===== config.mk =====
export PLATFORM = sky130hd
export DESIGN_NAME = simon_score_display
export DESIGN_NICKNAME = d
export VERILOG_FILES = /design/src/rtl/simon_score_display.sv
export SDC_FILE = /design/constraint.sdc
export NUM_CORES = 1
export LEC_CHECK = 0
export BUFFER_PORTS_ARGS = -buffer_cell sky130_fd_sc_hd__buf_2
export CORE_MARGIN = 3
export CORE_UTILIZATION = 40
export DETAILED_ROUTE_END_ITERATION = 10
export SLEW_MARGIN = 30
export SYNTH_ARGS = -nofsm -noshare
export SYNTH_HDL_FRONTEND = slang
export SYNTH_SLANG_ARGS = --single-unit

===== constraint.sdc =====
create_clock -name clk -period 4.6 [get_ports clk]
set_clock_uncertainty 0.05 [all_clocks]
set_input_delay 0.46 -clock clk [delete_from_list [all_inputs] [get_ports clk]]
set_output_delay 0.46 -clock clk [all_outputs]
set_load 0.02 [all_outputs]

===== src/rtl/simon_score_display.sv =====
// simon_score_display: the display stage that sits after the Simon game core.
// It saturates the binary score to 0..99 and converts it to BCD with a
// sequential double-dabble. The result is committed to the tens/ones display
// registers in one step, and the two digits are time-multiplexed onto a shared
// 7-segment bus. Each digit slot starts with dead time to prevent ghosting.
module simon_score_display #(
  parameter int MUX_PERIOD = 256,
  parameter int DEAD       = 2
) (
  input  logic       clk,
  input  logic       rst_n,
  input  logic [6:0] score,
  input  logic       score_valid,
  input  logic       enable,
  input  logic       seginv,
  output logic [6:0] seg,
  output logic [6:0] seg_oe,
  output logic       dig1,
  output logic       dig2,
  output logic       busy
);

  localparam int CW = (MUX_PERIOD > 1) ? $clog2(MUX_PERIOD) : 1;
  localparam logic [CW-1:0] CNT_LAST = CW'(MUX_PERIOD - 1);
  localparam logic [CW-1:0] CNT_DEAD = CW'(DEAD);
  localparam logic          SLOT_TENS = 1'b0;
  localparam logic          SLOT_ONES = 1'b1;

  typedef enum logic [1:0] {
    S_IDLE,
    S_CONV,
    S_COMMIT
  } state_t;

  // Segment decode for one BCD digit, bit 0 = segment a.
  function automatic logic [6:0] digit_pattern(input logic [3:0] d);
    logic [6:0] p;
    case (d)
      4'd0:    p = 7'h3F;
      4'd1:    p = 7'h06;
      4'd2:    p = 7'h5B;
      4'd3:    p = 7'h4F;
      4'd4:    p = 7'h66;
      4'd5:    p = 7'h6D;
      4'd6:    p = 7'h7D;
      4'd7:    p = 7'h07;
      4'd8:    p = 7'h7F;
      4'd9:    p = 7'h6F;
      default: p = 7'h00;
    endcase
    return p;
  endfunction

  // Conversion and FSM state
  state_t     state_q,   state_d;
  logic [2:0] iter_q,    iter_d;
  logic [7:0] bcd_q,     bcd_d;
  logic [6:0] sh_q,      sh_d;
  logic [6:0] pend_q,    pend_d;
  logic       pend_v_q,  pend_v_d;
  logic [3:0] tens_q,    tens_d;
  logic [3:0] ones_q,    ones_d;
  logic       busy_q,    busy_d;

  // Multiplexer and output state
  logic [CW-1:0] cnt_q,    cnt_d;
  logic          slot_q,   slot_d;
  logic [6:0]    seg_q,    seg_d;
  logic [6:0]    seg_oe_q, seg_oe_d;
  logic          dig1_q,   dig1_d;
  logic          dig2_q,   dig2_d;

  logic [6:0]  score_sat;
  logic [7:0]  adj;
  logic [14:0] shifted;
  logic        dead;
  logic        tens_on;
  logic        ones_on;
  logic [3:0]  digit;
  logic [6:0]  pattern;

  // Next state for the capture / double-dabble / commit sequence.
  // NOTE: every output of this block gets a default first, so no path can leave one unassigned and infer a latch.
  always_comb begin
    state_d  = state_q;
    iter_d   = iter_q;
    bcd_d    = bcd_q;
    sh_d     = sh_q;
    pend_d   = pend_q;
    pend_v_d = pend_v_q;
    tens_d   = tens_q;
    ones_d   = ones_q;
    busy_d   = busy_q;

    score_sat = (score > 7'd99) ? 7'd99 : score;

    // Add 3 to any nibble >= 5, then shift the BCD:binary pair left by one.
    adj = bcd_q;
    if (bcd_q[3:0] >= 4'd5) adj[3:0] = bcd_q[3:0] + 4'd3;
    if (bcd_q[7:4] >= 4'd5) adj[7:4] = bcd_q[7:4] + 4'd3;
    shifted = {adj, sh_q} << 1;

    case (state_q)
      S_IDLE: begin
        if (score_valid) begin
          sh_d    = score_sat;
          bcd_d   = '0;
          iter_d  = '0;
          busy_d  = 1'b1;
          state_d = S_CONV;
        end
      end
      S_CONV: begin
        bcd_d  = shifted[14:7];
        sh_d   = shifted[6:0];
        iter_d = iter_q + 3'd1;
        if (iter_q == 3'd6) state_d = S_COMMIT;
        if (score_valid) begin
          pend_d   = score_sat;
          pend_v_d = 1'b1;
        end
      end
      S_COMMIT: begin
        tens_d   = bcd_q[7:4];
        ones_d   = bcd_q[3:0];
        pend_v_d = 1'b0;
        if (score_valid || pend_v_q) begin
          // A strobe on this edge is newer than anything held as pending.
          sh_d    = score_valid ? score_sat : pend_q;
          bcd_d   = '0;
          iter_d  = '0;
          busy_d  = 1'b1;
          state_d = S_CONV;
        end else begin
          busy_d  = 1'b0;
          state_d = S_IDLE;
        end
      end
      default: begin
        busy_d  = 1'b0;
        state_d = S_IDLE;
      end
    endcase
  end

  // Slot counter, digit selection, blanking and segment polarity.
  always_comb begin
    cnt_d  = (cnt_q == CNT_LAST) ? '0 : cnt_q + CW'(1);
    slot_d = (cnt_q == CNT_LAST) ? ~slot_q : slot_q;

    dead    = (cnt_q < CNT_DEAD);
    tens_on = enable && !dead && (slot_q == SLOT_TENS) && (tens_q != 4'd0);
    ones_on = enable && !dead && (slot_q == SLOT_ONES);
    digit   = (slot_q == SLOT_ONES) ? ones_q : tens_q;
    pattern = (tens_on || ones_on) ? digit_pattern(digit) : 7'h00;

    seg_d    = pattern ^ {7{seginv}};
    seg_oe_d = {7{enable}};
    dig1_d   = tens_on;
    dig2_d   = ones_on;
  end

  // All state registers, with synchronous reset.
  // NOTE: sequential state uses non-blocking assignments so every flop samples pre-edge values.
  always_ff @(posedge clk) begin
    if (!rst_n) begin
      state_q  <= S_IDLE;
      iter_q   <= '0;
      bcd_q    <= '0;
      sh_q     <= '0;
      pend_q   <= '0;
      pend_v_q <= 1'b0;
      tens_q   <= '0;
      ones_q   <= '0;
      busy_q   <= 1'b0;
      cnt_q    <= '0;
      slot_q   <= SLOT_TENS;
      seg_q    <= '0;
      seg_oe_q <= '0;
      dig1_q   <= 1'b0;
      dig2_q   <= 1'b0;
    end else begin
      state_q  <= state_d;
      iter_q   <= iter_d;
      bcd_q    <= bcd_d;
      sh_q     <= sh_d;
      pend_q   <= pend_d;
      pend_v_q <= pend_v_d;
      tens_q   <= tens_d;
      ones_q   <= ones_d;
      busy_q   <= busy_d;
      cnt_q    <= cnt_d;
      slot_q   <= slot_d;
      seg_q    <= seg_d;
      seg_oe_q <= seg_oe_d;
      dig1_q   <= dig1_d;
      dig2_q   <= dig2_d;
    end
  end

  assign seg    = seg_q;
  assign seg_oe = seg_oe_q;
  assign dig1   = dig1_q;
  assign dig2   = dig2_q;
  assign busy   = busy_q;

endmodule


* Yosys cells after proc, flatten, opt, wreduce, memory -nomap -nowiden
Memory sizes are Yosys's and may differ from the RTL's.
Cells that the tools add are included.
Widths: inputs -> output; s select.
** Storage, ports and cells
- Register bits after elaboration :: 56
- Latch bits :: 0
- Memory bits (writable) :: 0
- ROM bits :: 112
- Input port bits :: 12
- Memories :: 1
** Memory list
- (no name shown) :: depth 16, width 7, read ports 1, clocked after Yosys merged registers in 0, write ports 0, RTL line 38 : case (d)
** Cells by class
- Add/subtract/negate cells :: 4
- Multipliers :: 0
- Div/mod/pow operators :: 0
- Order comparisons :: 4
- Eq/ne operators :: 8
- Shifts and indexed selects :: 0
- Muxes and demuxes :: 23
- Bitwise gates (word level) :: 4
- Reduce and logical (&&, ||, !) cells :: 16
** Operators by type and width (count)
- $mux 7 :: 5
- $pmux 8 s3 :: 1
- $pmux 7 s3 :: 1
- $mux 8 :: 2
- $mux 3 :: 3
- $pmux 3 s3 :: 1
- $add 8x1->8 const B :: 1
- $eq 8x8->1 const B :: 1
- $ge 4x3->1 const B :: 2
- $lt 8x2->1 const B :: 1
- $mux 4 :: 2
- $ne 2x2->1 const B :: 4
- $gt 7x7->1 const B :: 1
- $xor 7x7->7 :: 1
- $pmux 2 s3 :: 1
- $reduce_and 2->1 :: 3
- $add 4x2->4 const B :: 1
- $logic_and 1x1->1 :: 4
- $mux 2 :: 2
- $reduce_bool 4->1 :: 1
- $add 3x1->3 const B :: 1
- $add 3x2->3 const B :: 1
- $eq 3x3->1 const B :: 1
- $mux 1 :: 3
- 12 further kinds :: 15

* Longest topological paths before layout
Gate-level depths: netlist (run 1).
- Depth in word-level cells :: 8
- Mapped depth :: 9
- Mapped depth without buffers :: 8

* Least setup slack after synthesis (run 1)
No wires, ideal clock.
- Path kind :: reg2reg
- From :: register slot_q
- To :: register seg_q[3] (netlist: seg[3])
- Library setup time :: 72 ps
- Arrival :: 1816 ps
- Path slack :: 2662 ps
- Stages on the path, launching flop included :: 9
- Period minus slack after synthesis :: 1938 ps
- Cells stage by stage :: dfxtp_1 -> buf_4 -> mux2i_1 -> ha_1 -> nor2b_1 -> nor3_1 -> a211o_1 -> o211ai_1 -> mux2i_1
** Between the ends
- Word-level cells in the longest chain between the ends :: 6
- Elaborated cells on any way between the ends :: 9
- Those cells by class :: 2 x mux; 2 x bitwise; 4 x reduce/logical; 1 x memory
** RTL lines
- start: declaration :: RTL line 67 : logic slot_q, slot_d;
- start signal: assignment :: RTL line 193 : slot_q <= slot_d;
- branches (longest 4 deep; another with $mem_v2 16x7)
- $mux 7 * :: RTL line 155 : pattern = (tens_on || ones_on) ? digit_pattern(digit) : 7'h00;
- $xor 7x7->7 * :: RTL line 157 : seg_d = pattern ^ {7{seginv}};
- end signal: assignment :: RTL line 194 : seg_q <= seg_d;
- end: declaration :: RTL line 68 : logic [6:0] seg_q, seg_d;
Mark *: on every way between the ends.
A chain may end at the register's enable or synchronous reset.

* Worst setup path in the final report (run 1)
- From :: register state_q[0]
- To :: register sh_q[0]
** Between the ends
- Word-level cells in the longest chain between the ends :: 3
- Elaborated cells on any way between the ends :: 8
- Those cells by class :: 4 x eq/ne; 1 x mux; 3 x reduce/logical
** RTL lines
- start: declaration :: RTL line 55 : state_t state_q, state_d;
- start signal: assignment :: RTL line 183 : state_q <= state_d;
- $eq 2x2->1 (tied with other cells) :: RTL line 103 : case (state_q)
- $ne 2x2->1 (no line) / $reduce_bool 3->1 (equally long branches)
- $reduce_and 3->1 (no line)
- end signal: assignment :: RTL line 170 : sh_q <= '0;
- end signal: assignment :: RTL line 186 : sh_q <= sh_d;
- end: declaration :: RTL line 58 : logic [6:0] sh_q, sh_d;
Several ways; a longest one is shown, not always the timed one.

==> results of run 1 <==
power groups by stage:
stage / registers (mW) / clock network (mW) / logic, mW
floorplan: 0.538 / 0 / 0.100
global placement: 0.533 / 0 / 0.137
detailed placement: 0.534 / 0 / 0.138
CTS: 0.522 / 0.288 / 0.139
global route: 0.526 / 0.303 / 0.156
finish: 0.522 / 0.276 / 0.137
cell type report:
type | instances | area (µm²) | share of cell area [%]
multi-input cells | 256 | 1600 | 51.1
flip-flops and latches | 56 | 1120 | 35.7
repair buffers | 29 | 148 | 4.71
well taps | 96 | 120 | 3.83
clock buffers | 6 | 82.6 | 2.63
inverters | 14 | 52.6 | 1.68
clock inverters | 1 | 8.76 | 0.279
worst paths after layout:
check | slack (ns) | from | end
max reg2reg | 2.09 | state_q[0] | sh_q[0]
max | 2.09 | state_q[0] | sh_q[0]
min reg2reg | 0.41 | pend_q[5] | pend_q[5]
min | 0.35 | enable | seg_oe[0]
sequential cells by signal (all words and copies together) (netlist names), 2 cells and up:
| name | flops |
|---|---|
| bcd_q | 8 |
| cnt_q | 8 |
| pend_q | 7 |
| seg | 7 |
| sh_q | 7 |
| ones_q | 4 |
| tens_q | 4 |
| iter_q | 3 |
| state_q | 2 |
cell families after synthesis:
family / synth area share [%]
fa+ha+maj: 6.50
xor+xnor: 3.03
flops: 38.8
buf+inv: 5.59
simple gates: 22.1
mux: 7.80
compound gates: 16.2
cells in the mapped netlist, types with 4 or more instances:
| cell type | number |
|---|---|
| xnor2_1 | 6 |
| nand2b_1 | 8 |
| o21ai_0 | 19 |
| nor3b_1 | 4 |
| a21oi_1 | 31 |
| mux2i_1 | 18 |
| nor2_1 | 37 |
| nor2b_1 | 4 |
| nand3_1 | 21 |
| ha_1 | 15 |
| nor3_1 | 8 |
| xor2_1 | 4 |
| nand2_1 | 42 |
| dfxtp_1 | 56 |
| o22ai_1 | 4 |
| clkbuf_1 | 15 |
| inv_1 | 14 |
| buf_4 | 7 |
worst max-delay path: cells and delay by family (launching register included):
family,cells,cell delay (ns)
adders and majority gates,1,0.49
buffers and inverters,2,0.39
DFF,1,0.40
AOI/OAI and AO/OA,3,0.42
and+or+nand+nor,2,0.66
layer usage:
layer  share of wire, %  track usage [%]  wire length (µm)  vias to the layer above
li1                   -                -                 -                     1228
met1                 50             17.9              2770                     1033
met2                 47             24.1              2610                       19
met3                2.0             2.73               113                        5
met4               0.92             3.89                51                        0
met5                  0                0                 0                        -
==> flow_metrics.tcl, run 1 <==
set metrics [dict create \
    crit_fanout 19 \
    cts_tree "done" \
    reg2regPathDepth 8 \
    num_vias 2285 \
    grt.overflow.total 0 \
    routed_wl_um 5540 \
    cts-root-buf "clkbuf_8" \
    crit_slowest_cell "ha_1" \
    p_switching_uw 258 \
    antenna_found_initial 0 \
    place.gp.congestion 0.730 \
    ys_seq_area_share_pct 38.8 \
    relSlewSlack_pct 44.0 \
    track_usage_pct 14.0 \
    grt_pass1_vias 2199 \
    netlist.area_leader.share_pct 38.8 \
    drive_above_1_share_pct 12.4 \
    arrival_ns 2.67 \
    clkPwrFrac_pct 29.5 \
    cts_made_buffers 5 \
    rsz0062_at_grt "false" \
    coreArea_um2 6910 \
    status "finished clean" \
    syn_area_um2 2890 \
    yosys_warnings 0 \
    ctsResizeCount 0 \
    power.leakage_nw 1.23 \
    h-tree-depth 2 \
    dieArea_um2 8270 \
    drv_cap 0 \
    p_per_area_nw_per_um2 298 \
    antenna_cells 0 \
    cp-end-kind "flip-flop" \
    internal-power_uw 677 \
    synthCells 348 \
    placed_cell_area_um2 3050 \
    clock_path_buffers 2 \
    grt_pass1_wl_um 9800 \
    portBuffers 28 \
    crit_path_start_kind "flip-flop" \
    avgSynthCellArea_um2 8.29 \
    die_h_um 91.0 \
    placed_cells 451 \
    worst_slack_ns 2.09 \
    swShare_pct 27.6 \
    required_ns 4.76 \
    fill_cells 728 \
    dp_hpwl_um 3900 \
    yosysTopAreaCell "dfxtp_1" \
    wire_per_inst_um 12.1 \
    synth_edf_count 0 \
    path_clk_slew_ns 0.10 \
    cp_cell_sequence "inv_1 > ha_1 > nand2b_1 > a21oi_1 > nor2_1 > buf_4 > o21ai_0 > o221a_2" \
    synth_area_leaders "dfxtp_1 (39%), ha_1 (6.5%), mux2i_1 (6.2%)" \
    syn2layout_area_growth_pct 8.67 \
    worst_slew_pin_slew_ns 0.840 \
    ys.flop_type "dfxtp_1" \
    place_ws_ns 2.06 \
    ys_ff_latch 56 \
    maxSlewViolCount 0 \
    nets 389 \
    syn_nets 375 \
    power.share.sequential_pct 55.9 \
    final_core_util_pct 45.4 \
    dr.pass1.iters 4 \
    layout_commonest_cell "dfxtp_1" \
    comb_power_share_pct 14.6 \
    drc_errors 0 \
    viasPerCell 4.99 \
    fin_crit_sh_pct 54.5 \
    critPathMaxStageDelay_ns 0.49 \
    finalSetupViolCount 0 \
    postRouteAntennaNets 0 \
    holdBufCountCts 0 \
    layout_common_cells "dfxtp_1 (56), nand2_1 (42), nor2_1 (37)" \
    setup_tns_ns 0 \
    die_x_um 91.0 \
    ir_drop_mv 0.143 \
    whs_path_depth 3 \
    synth.distinct_cells 41 \
    max_freq_ghz 0.399 \
    layout.cells.non_filler 458 \
    hold_viol_final 0 \
    postLayoutCellArea_um2 3140 \
    finalPower_uw 935 \
    grt_max_degree 33 \
    initialDrtViolationCount 80 \
    ios 29 \
    num_rows 30 \
    final.min_clock_period_ns 2.51 \
    initial_utilization_pct 41.8 \
    clock_sinks 56 \
    hold_class "in2reg" \
    holdWs_ns 0.349 \
    clkLatencyLatePin_ns 0.31 \
    crit_type "reg2reg" \
    synthArstFlopShare_pct 0 \
    post_cts_buffers 0 \
]
Power figures use the tool's default switching activity.
==> run 2: changes to the inputs <==
Clock period 4.6 ns to 2 ns, I/O delays scaled along.
==> run 2 against run 1 <==
Against the previous run: via count rose by 4.3%; die area did not move; design area rose by 4.5%; routed wire length rose by 5.0%; sequential share of layout area fell by 1.4 points.
==> flow_metrics.tcl, run 2 (same netlist as run 1, synthesis figures left out) <==
set metrics [dict create \
    status "finished clean" \
    initialDrtViolationCount 92 \
    max_freq_ghz 0.542 \
    grt_pass1_wl_um 10000 \
    dr.pass1.iters 4 \
    fin_crit_sh_pct 92.2 \
    grt.overflow.total 0 \
    p_switching_uw 604 \
    clock_path_buffers 2 \
    arrival_ns 1.99 \
    placed_cells 460 \
    portBuffers 28 \
    hold_viol_final 0 \
    clkLatencyLatePin_ns 0.30 \
    worst_slack_ns 0.155 \
    place.gp.congestion 0.790 \
    finalPower_mw 2.27 \
    num_vias 2384 \
    cts-root-buf "clkbuf_8" \
    cts_made_buffers 5 \
    postRouteAntennaNets 0 \
    drive_above_1_share_pct 15.5 \
    hold_class "in2reg" \
    crit_fanout 8 \
    die_x_um 91.0 \
    dp_hpwl_um 4130 \
    drc_errors 0 \
    wire_per_inst_um 12.4 \
    drv_cap 0 \
    regArea_um2 1120 \
    clock_sinks 56 \
    nets 400 \
    grt_pass1_vias 2248 \
    dieArea_um2 8270 \
    layout_common_cells "dfxtp_1 (55), nand2_1 (42), nor2_1 (37)" \
    final.min_clock_period_ns 1.84 \
    finalSetupViolCount 0 \
    ir_drop_mv 0.353 \
    layout_commonest_cell "dfxtp_1" \
    p_per_area_nw_per_um2 693 \
    ios 29 \
    power.share.sequential_pct 52.8 \
    antenna_cells 0 \
    worst_slew_pin_slew_ns 0.453 \
    path_clk_slew_ns 0.10 \
    place_ws_ns 0.00416 \
    h-tree-depth 2 \
    initial_utilization_pct 41.8 \
    crit_type "reg2reg" \
    coreArea_um2 6910 \
    routed_wl_um 5820 \
    grt_max_degree 23 \
    required_ns 2.15 \
    swShare_pct 26.6 \
    fill_cells 727 \
    top_regs "bcd_q x8, cnt_q x8" \
    viasPerCell 5.07 \
    antenna_found_initial 0 \
    setup_tns_ns 0 \
    maxSlewViolCount 0 \
    relSlewSlack_pct 69.7 \
    holdBufCountCts 0 \
    cp-end-kind "flip-flop" \
    syn2layout_area_growth_pct 13.5 \
    power.leakage_nw 1.30 \
    multi_input_area_um2 1630 \
    num_rows 30 \
    track_usage_pct 14.4 \
    layout.cells.non_filler 470 \
    crit_path_start_kind "flip-flop" \
    holdWs_ns 0.0848 \
    die_h_um 91.0 \
    clkPwrFrac_pct 32.3 \
    internal-power_mw 1.67 \
    comb_power_share_pct 14.9 \
    cts_tree "done" \
]
[run 2: path summary, 6_finish.rpt]
check                  from         to  slack, ns  depth (start not counted)
setup / recovery     slot_q     seg[3]       0.16                          8
hold / removal       enable  seg_oe[0]       0.08                          3
setup reg to reg     slot_q     seg[3]       0.16                          8
hold reg to reg   pend_q[6]  pend_q[6]       0.41                          2
[run 2: layout make-up]
type                            count  share of cell area, %
Sequential cell                    56                   34.3
Clock inverter                      2                   1.07
Inverter                           14                   1.60
Tap cell                           96                   3.67
Timing Repair Buffer               40                   7.41
Multi-Input combinational cell    256                   49.7
Clock buffer                        6                   2.21
[run 2: timing repair]
| action | CTS | global route |
|---|---|---|
| gates resized for setup | 1 | 5 |
| endpoints found under the hold margin | 0 | 0 |
| buffers inserted | 0 | 2 |
| endpoints found under the setup margin | 1 | 4 |
[run 2: power groups by stage]
| stage | combinational (mW) | sequential (mW) | clock, mW |
|---|---|---|---|
| 2_1_floorplan | 0.230 | 1.24 | 0 |
| 3_3_place_gp | 0.339 | 1.23 | 0 |
| 3_5_place_dp | 0.342 | 1.23 | 0 |
| 4_1_cts | 0.344 | 1.20 | 0.772 |
| 5_1_grt | 0.384 | 1.21 | 0.808 |
| 6_report | 0.339 | 1.20 | 0.734 |
[run 2: metrics by stage]
step / area, µm² / util, %
6_report: 3280 / 47.4
4_1_cts: 3240 / 46.9
3_5_place_dp: 3130 / 45.3
5_1_grt: 3280 / 47.4
3_3_place_gp: 3130 / 45.3
2_1_floorplan: 2890 / -
[run 2: routing by layer]
| layer | routed length (µm) | track usage, % |
|---|---|---|
| met1 | 2820 | 17.5 |
| met2 | 2820 | 25.2 |
| met3 | 111 | 2.65 |
| met4 | 68 | 5.28 |
| met5 | 0 | 0 |
[run 2: critical path, stage by stage, from the launching register on]
cell	delay, ns
dfxtp_4	0.43
mux2i_4	0.28
inv_1	0.09
ha_1	0.21
nor2b_1	0.13
nor3_1	0.14
a211o_1	0.16
o211ai_1	0.12
mux2i_1	0.14
==> run 3: changes to the inputs <==
Settings changed: CORE_MARGIN 3 to 1.5, REMOVE_ABC_BUFFERS set to 1.
==> run 3 against run 2 <==
Against the previous run: clock power is 13% lower; critical endpoint is now seg[6]; global-route usage rose by 1.7 points; highest routed layer unchanged; combinational power grew 2%; via count decreased by 0.21%; sequential share of layout area rose by 0.40 points; largest cell class unchanged; design area shrank 1.4%.
==> flow_metrics.tcl, run 3 (same netlist as run 1, synthesis figures left out) <==
set metrics [dict create \
    status "finished clean" \
    grt_pass1_vias 2219 \
    relSlewSlack_pct 71.5 \
    worst_slack_ns 0.0944 \
    cts_made_buffers 5 \
    dp_hpwl_um 4150 \
    postRouteAntennaNets 0 \
    final.min_clock_period_ns 1.91 \
    setup_tns_ns 0 \
    hold_viol_final 0 \
    drv_cap 0 \
    grt_max_degree 33 \
    cp-end-kind "flip-flop" \
    num_vias 2379 \
    power.leakage_nw 1.28 \
    required_ns 2.14 \
    finalSetupViolCount 0 \
    fin_crit_sh_pct 95.3 \
    worst_slew_pin_slew_ns 0.421 \
    crit_type "reg2reg" \
    initialDrtViolationCount 126 \
    p_per_area_nw_per_um2 677 \
    initial_utilization_pct 42.0 \
    top_regs "bcd_q x8, cnt_q x8" \
    routed_wl_um 5740 \
    antenna_cells 0 \
    wire_per_inst_um 12.2 \
    viasPerCell 5.07 \
    drc_errors 0 \
    layout.cells.non_filler 469 \
    die_x_um 88.0 \
    grt_pass1_wl_um 9930 \
    maxSlewViolCount 0 \
    num_rows 30 \
    max_freq_ghz 0.525 \
    coreArea_um2 6870 \
    dieArea_um2 7740 \
    clkLatencyLatePin_ns 0.30 \
    antenna_found_initial 0 \
    clock_sinks 56 \
    hold_class "in2reg" \
    clock_path_buffers 2 \
    nets 399 \
    track_usage_pct 16.1 \
    crit_fanout 5 \
    layout_commonest_cell "dfxtp_1" \
    cts-root-buf "clkbuf_8" \
    place_ws_ns 0.0845 \
    drive_above_1_share_pct 15.0 \
    place.gp.congestion 0.804 \
    fill_cells 674 \
    path_clk_slew_ns 0.09 \
    placed_cells 459 \
    crit_path_start_kind "flip-flop" \
    syn2layout_area_growth_pct 12.0 \
    multi_input_area_um2 1610 \
    layout_common_cells "dfxtp_1 (55), nand2_1 (42), nor2_1 (37)" \
    die_h_um 88.0 \
    ios 29 \
    dr.pass1.iters 4 \
    cts_tree "done" \
    grt.overflow.total 0 \
    arrival_ns 2.04 \
    ir_drop_mv 0.350 \
    regArea_um2 1120 \
    h-tree-depth 2 \
    portBuffers 28 \
]
## run 3: layout make-up
| cell class | instances | share of cell area (%) |
|---|---|---|
| Clock buffer | 7 | 2.67 |
| Timing Repair Buffer | 39 | 7.28 |
| Inverter | 14 | 1.63 |
| Tap cell | 96 | 3.72 |
| Multi-Input combinational cell | 256 | 49.7 |
| Sequential cell | 56 | 34.7 |
| Clock inverter | 1 | 0.232 |
## run 3: worst paths after layout
kind / startpoint / to / slack [ns] / cells after the start
worst max-delay path: cnt_q[5] / seg[6] / 0.09 / 6
worst min-delay path: enable / seg_oe[0] / 0.09 / 3
worst max register to register: cnt_q[5] / seg[6] / 0.09 / 6
worst min register to register: pend_q[4] / pend_q[4] / 0.41 / 2
## run 3: power breakdown
group,internal (mW),switching [mW]
Combinational,0.133,0.213
Sequential,1.17,0.0321
Clock,0.282,0.358
Total,1.58,0.603
## run 3: critical path, cell delays in order, from the launching register on
cell and delay, ns:
dfxtp_1 0.35, or4_1 0.58, nor4_4 0.36, buf_4 0.19
or2_1 0.10, or3_1 0.10, a21oi_1 0.05
## run 3: repair_timing
action                                  4_1_cts  5_1_grt
endpoints found under the setup margin        0        4
setup buffers                                 0        2
gates resized for setup                       0        2
hold buffers                                  0        0
## run 3: per-layer routing
metal / track usage (%) / part of all wire [%]
met2: 28.5 / 49
met3: 3.11 / 2.3
met1: 19.6 / 47
met5: 0 / 0
met4: 4.76 / 1.1
## run 3: stage by stage
step | hold slack, ns | area [µm²] | util, % | power (mW)
detailed placement | 0.397 | 3120 | 45.4 | 1.57
floorplan | 0.279 | 2780 | - | 1.44
CTS | 0.0883 | 3210 | 46.8 | 2.21
finish | 0.0903 | 3230 | 47.0 | 2.19
global route | 0.102 | 3230 | 47.0 | 2.32
global placement | 0.394 | 3120 | 45.4 | 1.56
